==> src/rtl/i2s_rx_if.sv <==
// SDRAM write-port bundle between the I2S capture block and the SDRAM controller.
interface i2s_rx_if;
  logic        sdram_Wait;
  logic        sdram_ac;
  logic        sdram_wr;
  logic [24:0] sdram_addr;
  logic [15:0] sdram_wdata;

  // Capture block issues writes.
  modport master (
    input  sdram_Wait,
    input  sdram_ac,
    output sdram_wr,
    output sdram_addr,
    output sdram_wdata
  );

  // SDRAM controller side.
  modport slave (
    output sdram_Wait,
    output sdram_ac,
    input  sdram_wr,
    input  sdram_addr,
    input  sdram_wdata
  );
endinterface

==> src/rtl/i2s_rx.sv <==
// I2S receiver: synchronizes the codec bit stream, assembles 16-bit words, buffers them in a
// small FIFO and writes them to a circular buffer in SDRAM.
module i2s_rx #(
  parameter logic [24:0] BASE_ADDR  = 25'h100000,
  parameter int unsigned BUF_LEN    = 4096,
  parameter int unsigned FIFO_DEPTH = 16
) (
  input  logic                        Clk50,
  input  logic                        reset_n,
  input  logic                        SClk,
  input  logic                        LRClk,
  input  logic                        Din,
  input  logic                        enable,
  i2s_rx_if.master                    sdram,
  output logic                        busy,
  output logic                        sample_valid,
  output logic                        overflow,
  output logic                        wrap,
  output logic [$clog2(FIFO_DEPTH):0] fifo_count
);

  localparam int unsigned PtrW      = $clog2(FIFO_DEPTH);
  localparam logic [PtrW:0] FullCnt = (PtrW + 1)'(FIFO_DEPTH);
  localparam logic [24:0] LastAddr  = BASE_ADDR + 25'(BUF_LEN - 1);

  typedef enum logic [1:0] {StIdle, StReq, StAck} state_e;

  // ---------------------------------------------------------------------------------------------
  // Input synchronization
  // ---------------------------------------------------------------------------------------------
  logic [1:0] sclk_sync_q, lr_sync_q, din_sync_q;
  logic       sclk_prev_q;
  logic       sclk_rise;
  logic       lr_s, din_s;

  // Two-flop synchronizers plus one history flop for SClk edge detection.
  always_ff @(posedge Clk50 or negedge reset_n) begin
    if (!reset_n) begin
      sclk_sync_q <= '0;
      lr_sync_q   <= '0;
      din_sync_q  <= '0;
      sclk_prev_q <= 1'b0;
    end else begin
      sclk_sync_q <= {sclk_sync_q[0], SClk};
      lr_sync_q   <= {lr_sync_q[0], LRClk};
      din_sync_q  <= {din_sync_q[0], Din};
      sclk_prev_q <= sclk_sync_q[1];
    end
  end

  assign sclk_rise = sclk_sync_q[1] & ~sclk_prev_q;
  assign lr_s      = lr_sync_q[1];
  assign din_s     = din_sync_q[1];

  // ---------------------------------------------------------------------------------------------
  // Bit counter, shift register and capture arming
  // ---------------------------------------------------------------------------------------------
  logic        lr_q, lr_d;
  logic [4:0]  bit_cnt_q, bit_cnt_d;
  logic [15:0] shift_q, shift_d;
  logic        capture_q, capture_d;
  logic        word_done;
  logic        sample_valid_q;
  logic        enable_q;

  // Slot tracking: LR change restarts the count; count 0 is the I2S delay bit.
  always_comb begin
    lr_d      = lr_q;
    bit_cnt_d = bit_cnt_q;
    shift_d   = shift_q;
    capture_d = capture_q;
    word_done = 1'b0;
    if (sclk_rise) begin
      lr_d = lr_s;
      if (lr_s != lr_q) begin
        bit_cnt_d = 5'd0;
      end else if (bit_cnt_q != 5'd31) begin
        bit_cnt_d = bit_cnt_q + 5'd1;
      end
      if (bit_cnt_d >= 5'd1 && bit_cnt_d <= 5'd16) begin
        shift_d = {shift_q[14:0], din_s};
      end
      // Arm only on a right->left boundary so the buffer starts with a left word.
      if (enable && lr_q && !lr_s) begin
        capture_d = 1'b1;
      end
      if (capture_q && enable && bit_cnt_d == 5'd16) begin
        word_done = 1'b1;
      end
    end
    if (!enable) begin
      capture_d = 1'b0;
    end
  end

  // Capture state registers.
  always_ff @(posedge Clk50 or negedge reset_n) begin
    if (!reset_n) begin
      lr_q           <= 1'b0;
      bit_cnt_q      <= 5'd0;
      shift_q        <= '0;
      capture_q      <= 1'b0;
      sample_valid_q <= 1'b0;
      enable_q       <= 1'b0;
    end else begin
      lr_q           <= lr_d;
      bit_cnt_q      <= bit_cnt_d;
      shift_q        <= shift_d;
      capture_q      <= capture_d;
      sample_valid_q <= word_done;
      enable_q       <= enable;
    end
  end

  // ---------------------------------------------------------------------------------------------
  // Sample FIFO
  // ---------------------------------------------------------------------------------------------
  logic [15:0]     mem_q [FIFO_DEPTH];
  logic [PtrW-1:0] wr_ptr_q, rd_ptr_q;
  logic [PtrW:0]   count_q, count_d;
  logic            push, pop, push_ok, full;
  logic            overflow_q, overflow_d;

  assign push    = sample_valid_q;
  assign full    = (count_q == FullCnt);
  // A pop in the same cycle frees the slot, so a full FIFO still accepts the push.
  assign push_ok = push & (~full | pop);

  // Occupancy and sticky overflow; overflow clears when enable falls.
  always_comb begin
    count_d    = count_q;
    overflow_d = overflow_q;
    if (push_ok && !pop) begin
      count_d = count_q + (PtrW + 1)'(1);
    end else if (!push_ok && pop) begin
      count_d = count_q - (PtrW + 1)'(1);
    end
    if (enable_q && !enable) begin
      overflow_d = 1'b0;
    end else if (push && !push_ok) begin
      overflow_d = 1'b1;
    end
  end

  // FIFO pointers and flags.
  always_ff @(posedge Clk50 or negedge reset_n) begin
    if (!reset_n) begin
      wr_ptr_q   <= '0;
      rd_ptr_q   <= '0;
      count_q    <= '0;
      overflow_q <= 1'b0;
    end else begin
      count_q    <= count_d;
      overflow_q <= overflow_d;
      if (push_ok) begin
        wr_ptr_q <= wr_ptr_q + PtrW'(1);
      end
      if (pop) begin
        rd_ptr_q <= rd_ptr_q + PtrW'(1);
      end
    end
  end

  // FIFO storage; contents need no reset since occupancy gates every read.
  always_ff @(posedge Clk50) begin
    if (push_ok) begin
      mem_q[wr_ptr_q] <= shift_q;
    end
  end

  // ---------------------------------------------------------------------------------------------
  // SDRAM write FSM
  // ---------------------------------------------------------------------------------------------
  state_e      state_q, state_d;
  logic [24:0] addr_q, addr_d;
  logic [15:0] wdata_q, wdata_d;
  logic        wrap_q, wrap_d;

  // Next state: latch the FIFO head on entry to REQ, pop and advance the address in ACK.
  always_comb begin
    state_d = state_q;
    addr_d  = addr_q;
    wdata_d = wdata_q;
    wrap_d  = 1'b0;
    pop     = 1'b0;
    unique case (state_q)
      StIdle: begin
        if (count_q != '0 && !sdram.sdram_Wait) begin
          state_d = StReq;
          wdata_d = mem_q[rd_ptr_q];
        end
      end
      StReq: begin
        if (sdram.sdram_ac) begin
          state_d = StAck;
        end
      end
      StAck: begin
        pop     = 1'b1;
        state_d = StIdle;
        if (addr_q == LastAddr) begin
          addr_d = BASE_ADDR;
          wrap_d = 1'b1;
        end else begin
          addr_d = addr_q + 25'd1;
        end
      end
      default: state_d = StIdle;
    endcase
  end

  // Write FSM registers; reset abandons any write in flight.
  always_ff @(posedge Clk50 or negedge reset_n) begin
    if (!reset_n) begin
      state_q <= StIdle;
      addr_q  <= BASE_ADDR;
      wdata_q <= '0;
      wrap_q  <= 1'b0;
    end else begin
      state_q <= state_d;
      addr_q  <= addr_d;
      wdata_q <= wdata_d;
      wrap_q  <= wrap_d;
    end
  end

  assign sdram.sdram_wr    = (state_q == StReq);
  assign sdram.sdram_addr  = addr_q;
  assign sdram.sdram_wdata = wdata_q;
  assign busy              = (state_q == StReq);
  assign sample_valid      = sample_valid_q;
  assign overflow          = overflow_q;
  assign wrap              = wrap_q;
  assign fifo_count        = count_q;

endmodule

==> src/flat_wrapper.sv <==
// flat-port wrapper written by rule: the top's interface ports become plain ports
module i2s_rx_flat 
#(
  parameter logic [24:0] BASE_ADDR  = 25'h100000,
  parameter int unsigned BUF_LEN    = 4096,
  parameter int unsigned FIFO_DEPTH = 16
)
  (Clk50, reset_n, SClk, LRClk, Din, enable, busy, sample_valid, overflow, wrap, fifo_count, sdram_sdram_Wait, sdram_sdram_ac, sdram_sdram_wr, sdram_sdram_addr, sdram_sdram_wdata);
  i2s_rx_if sdram_i ();
  input  logic Clk50;
  input  logic reset_n;
  input  logic SClk;
  input  logic LRClk;
  input  logic Din;
  input  logic enable;
  output logic busy;
  output logic sample_valid;
  output logic overflow;
  output logic wrap;
  output logic [$clog2(FIFO_DEPTH):0] fifo_count;
  input wire logic [$bits(sdram_i.sdram_Wait)-1:0] sdram_sdram_Wait;
  input wire logic [$bits(sdram_i.sdram_ac)-1:0] sdram_sdram_ac;
  output wire logic [$bits(sdram_i.sdram_wr)-1:0] sdram_sdram_wr;
  output wire logic [$bits(sdram_i.sdram_addr)-1:0] sdram_sdram_addr;
  output wire logic [$bits(sdram_i.sdram_wdata)-1:0] sdram_sdram_wdata;
  assign sdram_i.sdram_Wait = sdram_sdram_Wait;
  assign sdram_i.sdram_ac = sdram_sdram_ac;
  assign sdram_sdram_wr = sdram_i.sdram_wr;
  assign sdram_sdram_addr = sdram_i.sdram_addr;
  assign sdram_sdram_wdata = sdram_i.sdram_wdata;
  i2s_rx #(.BASE_ADDR(BASE_ADDR), .BUF_LEN(BUF_LEN), .FIFO_DEPTH(FIFO_DEPTH)) u_core (.Clk50(Clk50), .reset_n(reset_n), .SClk(SClk), .LRClk(LRClk), .Din(Din), .enable(enable), .sdram(sdram_i), .busy(busy), .sample_valid(sample_valid), .overflow(overflow), .wrap(wrap), .fifo_count(fifo_count));
endmodule
==> config.mk <==
export PLATFORM = sky130hd
export DESIGN_NAME = i2s_rx_flat
export DESIGN_NICKNAME = d
export VERILOG_FILES = /design/src/rtl/i2s_rx_if.sv /design/src/rtl/i2s_rx.sv /design/src/flat_wrapper.sv
export SDC_FILE = /design/constraint.sdc
export NUM_CORES = 1
export LEC_CHECK = 0
export BUFFER_PORTS_ARGS = -buffer_cell sky130_fd_sc_hd__buf_4
export CAP_MARGIN = 20
export CORE_ASPECT_RATIO = 0.7
export CORE_MARGIN = 8
export CORE_UTILIZATION = 30
export CTS_CLUSTER_DIAMETER = 50
export CTS_CLUSTER_SIZE = 16
export DETAILED_ROUTE_END_ITERATION = 16
export SLEW_MARGIN = 20
export SYNTH_ARGS = -nofsm -noshare
export SYNTH_HDL_FRONTEND = slang
export SYNTH_SLANG_ARGS = --single-unit
==> constraint.sdc <==
create_clock -name Clk50 -period 3.82 [get_ports Clk50]
set_input_delay 0.764 -clock Clk50 [delete_from_list [all_inputs] [get_ports Clk50]]
set_output_delay 0.764 -clock Clk50 [all_outputs]
set_load 0.05 [all_outputs]
==> results.cfg <==
[run_status]
status = complete, no violations

[cts]
cts_max_level = 1
postCtsResizedCells = 0
clk_latency_ns = 0.56
clkTransAtPathRegs_ns = 0.07
cts_root_buffer = clkbuf_16
tritoncts = built
cts_hold_buf = 0
cts_made_buffers = 31
clock_tree.buffer_depth = 3
cts_setup_buffers = 0
cts.sinks = 346

[sta]
relSlewSlack_pct = 35.8
period_needed_ns = 2.84
setup_tns_ns = 0
clock.fmax_mhz = 352
fin_crit_sh_pct = 74.3
finalSetupViolCount = 0
hold_violations = 0
clock_skew_ns = 0.0126
rsz0062_at_grt = no
finalWorstSetupSlack_ns = 0.982
holdWs_ns = 0.268
final_max_slew_viol_count = 0
tightest_slew_ns = 0.963

[critical_path]
cp.required_ns = 4.26
crit_path_max_fanout = 10
critical_path.startpoint_type = flop
crit_path_end_kind = flop
crit_arrival_ns = 3.28
critPathKind = flop to flop

[finish]
layout_common_cells = edfxtp_1, dfrtp_1, buf_4, mux4_2, nand2_1
final_cells = 1447
n_antenna_cell = 0
final_common_cell = edfxtp_1
design_area_sq_um = 15800
syn_to_final_growth_pct = 16.8
fin_util_pct = 35.3
drive_above_1_share_pct = 27.4
nNetsFinal = 840

[floorplanning]
io_pins = 59
die_y_um = 194
core_sq_um = 44800
fp-row-count = 65
die_w_um = 270
start_util_pct = 30.2
die_area_sq_um = 52300

[power]
p_leak_nw = 5.56
p_per_area_nw_per_um2 = 658
vdd.ir_drop.worst_uv = 393
finalPower_mw = 10.4

[logic_synthesis]
ys_async_sr_fraction_pct = 26.0
synth-seq-cells = 346
synthTopCellsByArea = edfxtp_1, dfrtp_1, mux4_2, xnor2_1, nand2_1
synth_nets = 754
syn_avg_cell_area_sq_um = 18.5
yosysWarnings = 0
yosysUniqueCellTypes = 53
seq_area_frac_synth_pct = 73.4
synth-main-ff-cell = edfxtp_1
yosys.area.top_type = edfxtp_1
synth_edf_count = 256
yosys.area.top_type_share_pct = 56.8
syn-cell-area_sq_um = 13500
synth_cells = 734

[placement]
io_buffer_count = 58
dp.cells = 1390
place_ws_ns = 0.999
post-dp-hpwl_mm = 18.7
place_congestion = 0.778
post_dp_cell_area_sq_um = 14800

[detailed_routing]
wl_per_cell_um = 20.3
dr.pass1.iters = 5
vias = 6891
drt-total-wl_mm = 29.4
vias_per_cell = 4.76
drc = 0
drtAntennaViolNets = 0
drt_iter0_drc = 679

[global_route]
grt_max_degree = 60
grt_pass1_vias = 6936
antenna_found_initial = 0
grt_first_pass_wirelength_mm = 45.3
grt_overflow = 0
grt.total_usage_pct = 11.0

[hold_path]
hp-class = input pin to async pin

[run]
max_cap_viol_count = 0
[final cells by class]
cell class / instances / area (sq um)
clock buffers: 45 / 885
clock inverters: 12 / 118
fillers: 4169 / 29000
inverters: 13 / 48.8
multi-input cells: 345 / 3430
flip-flops and latches: 346 / 9950
well taps: 603 / 754
repair buffers: 83 / 636
[critical path: stages (launching register included)]
cell     delay, ns
dfrtp_1       0.39
and2b_1       0.30
inv_1         0.10
a31oi_2       0.45
ha_1          0.28
inv_1         0.11
fa_1          0.41
a21o_1        0.17
a21oi_1       0.17
xnor2_1       0.14
nor2_1        0.06
xor2_1        0.14
[cells by family (layout without fill, tap and decap cells)]
family | count (synthesis) | count (layout) | synth area share [%]
flops | 346 | 346 | 73.4
simple gates | 139 | 139 | 5.15
mux | 82 | 82 | 12.5
compound gates | 79 | 79 | 4.18
buf+inv | 43 | 153 | 1.49
xor+xnor | 33 | 33 | 2.13
fa+ha+maj | 12 | 12 | 1.16
[power by group]
group          switching [mW]  internal, mW
Clock                    1.41          1.65
Sequential              0.518          4.44
Combinational            1.41         0.973
Total                    3.34          7.06
[registers in the layout (all words and copies together), names as in the netlist]
signal and count:
u_core.state_q 2, u_core.shift_q 16, u_core.lr_q 1, u_core.sdram.sdram_addr 25, u_core.fifo_count 5, u_core.bit_cnt_q 5, u_core.sclk_prev_q 1, u_core.wrap 1
u_core.lr_sync_q 2, u_core.overflow 1, u_core.enable_q 1, u_core.sclk_sync_q 2, u_core.sample_valid 1, u_core.wr_ptr_q 4, u_core.sdram.sdram_wdata 16, u_core.mem_q 256
u_core.rd_ptr_q 4, u_core.capture_q 1, u_core.din_sync_q 2
[final timing paths]
path                                                      from                          endpoint  slack (ns)  depth (start not counted)
worst max-delay path             u_core.state_q[0]$_DFFE_PN0P_  u_core.fifo_count[4]$_DFFE_PN0P_        0.98                         11
worst min-delay path                                   reset_n             u_core.wrap$_DFF_PN0_        0.27                          1
worst max register to register   u_core.state_q[0]$_DFFE_PN0P_  u_core.fifo_count[4]$_DFFE_PN0P_        0.98                         11
worst min register to register  u_core.din_sync_q[0]$_DFF_PN0_    u_core.din_sync_q[1]$_DFF_PN0_        0.35                          0
max in group asynchronous                              reset_n     u_core.shift_q[7]$_DFFE_PN0P_        2.75                          2
min in group Clk50                                         Din    u_core.din_sync_q[0]$_DFF_PN0_        0.31                          1
[synth_stat cells, types with 11 or more instances]
cell        n
a21oi_1    12
o21ai_0    22
nand2_1    43
a221oi_1   16
nor3_1     11
dfrtp_1    89
xnor2_1    22
ha_1       11
edfxtp_1  256
mux4_2     64
xor2_1     11
nor2_1     28
clkbuf_1   14
a22o_1     11
inv_1      13
[routing by layer]
layer,share of wire [%],track usage (%),vias up
met4,1.5,1.83,0
met1,49,16.9,3620
met5,0,0,-
li1,-,-,3068
met3,5.6,2.01,38
met2,44,16.3,165
Power figures use the tool's default switching activity.
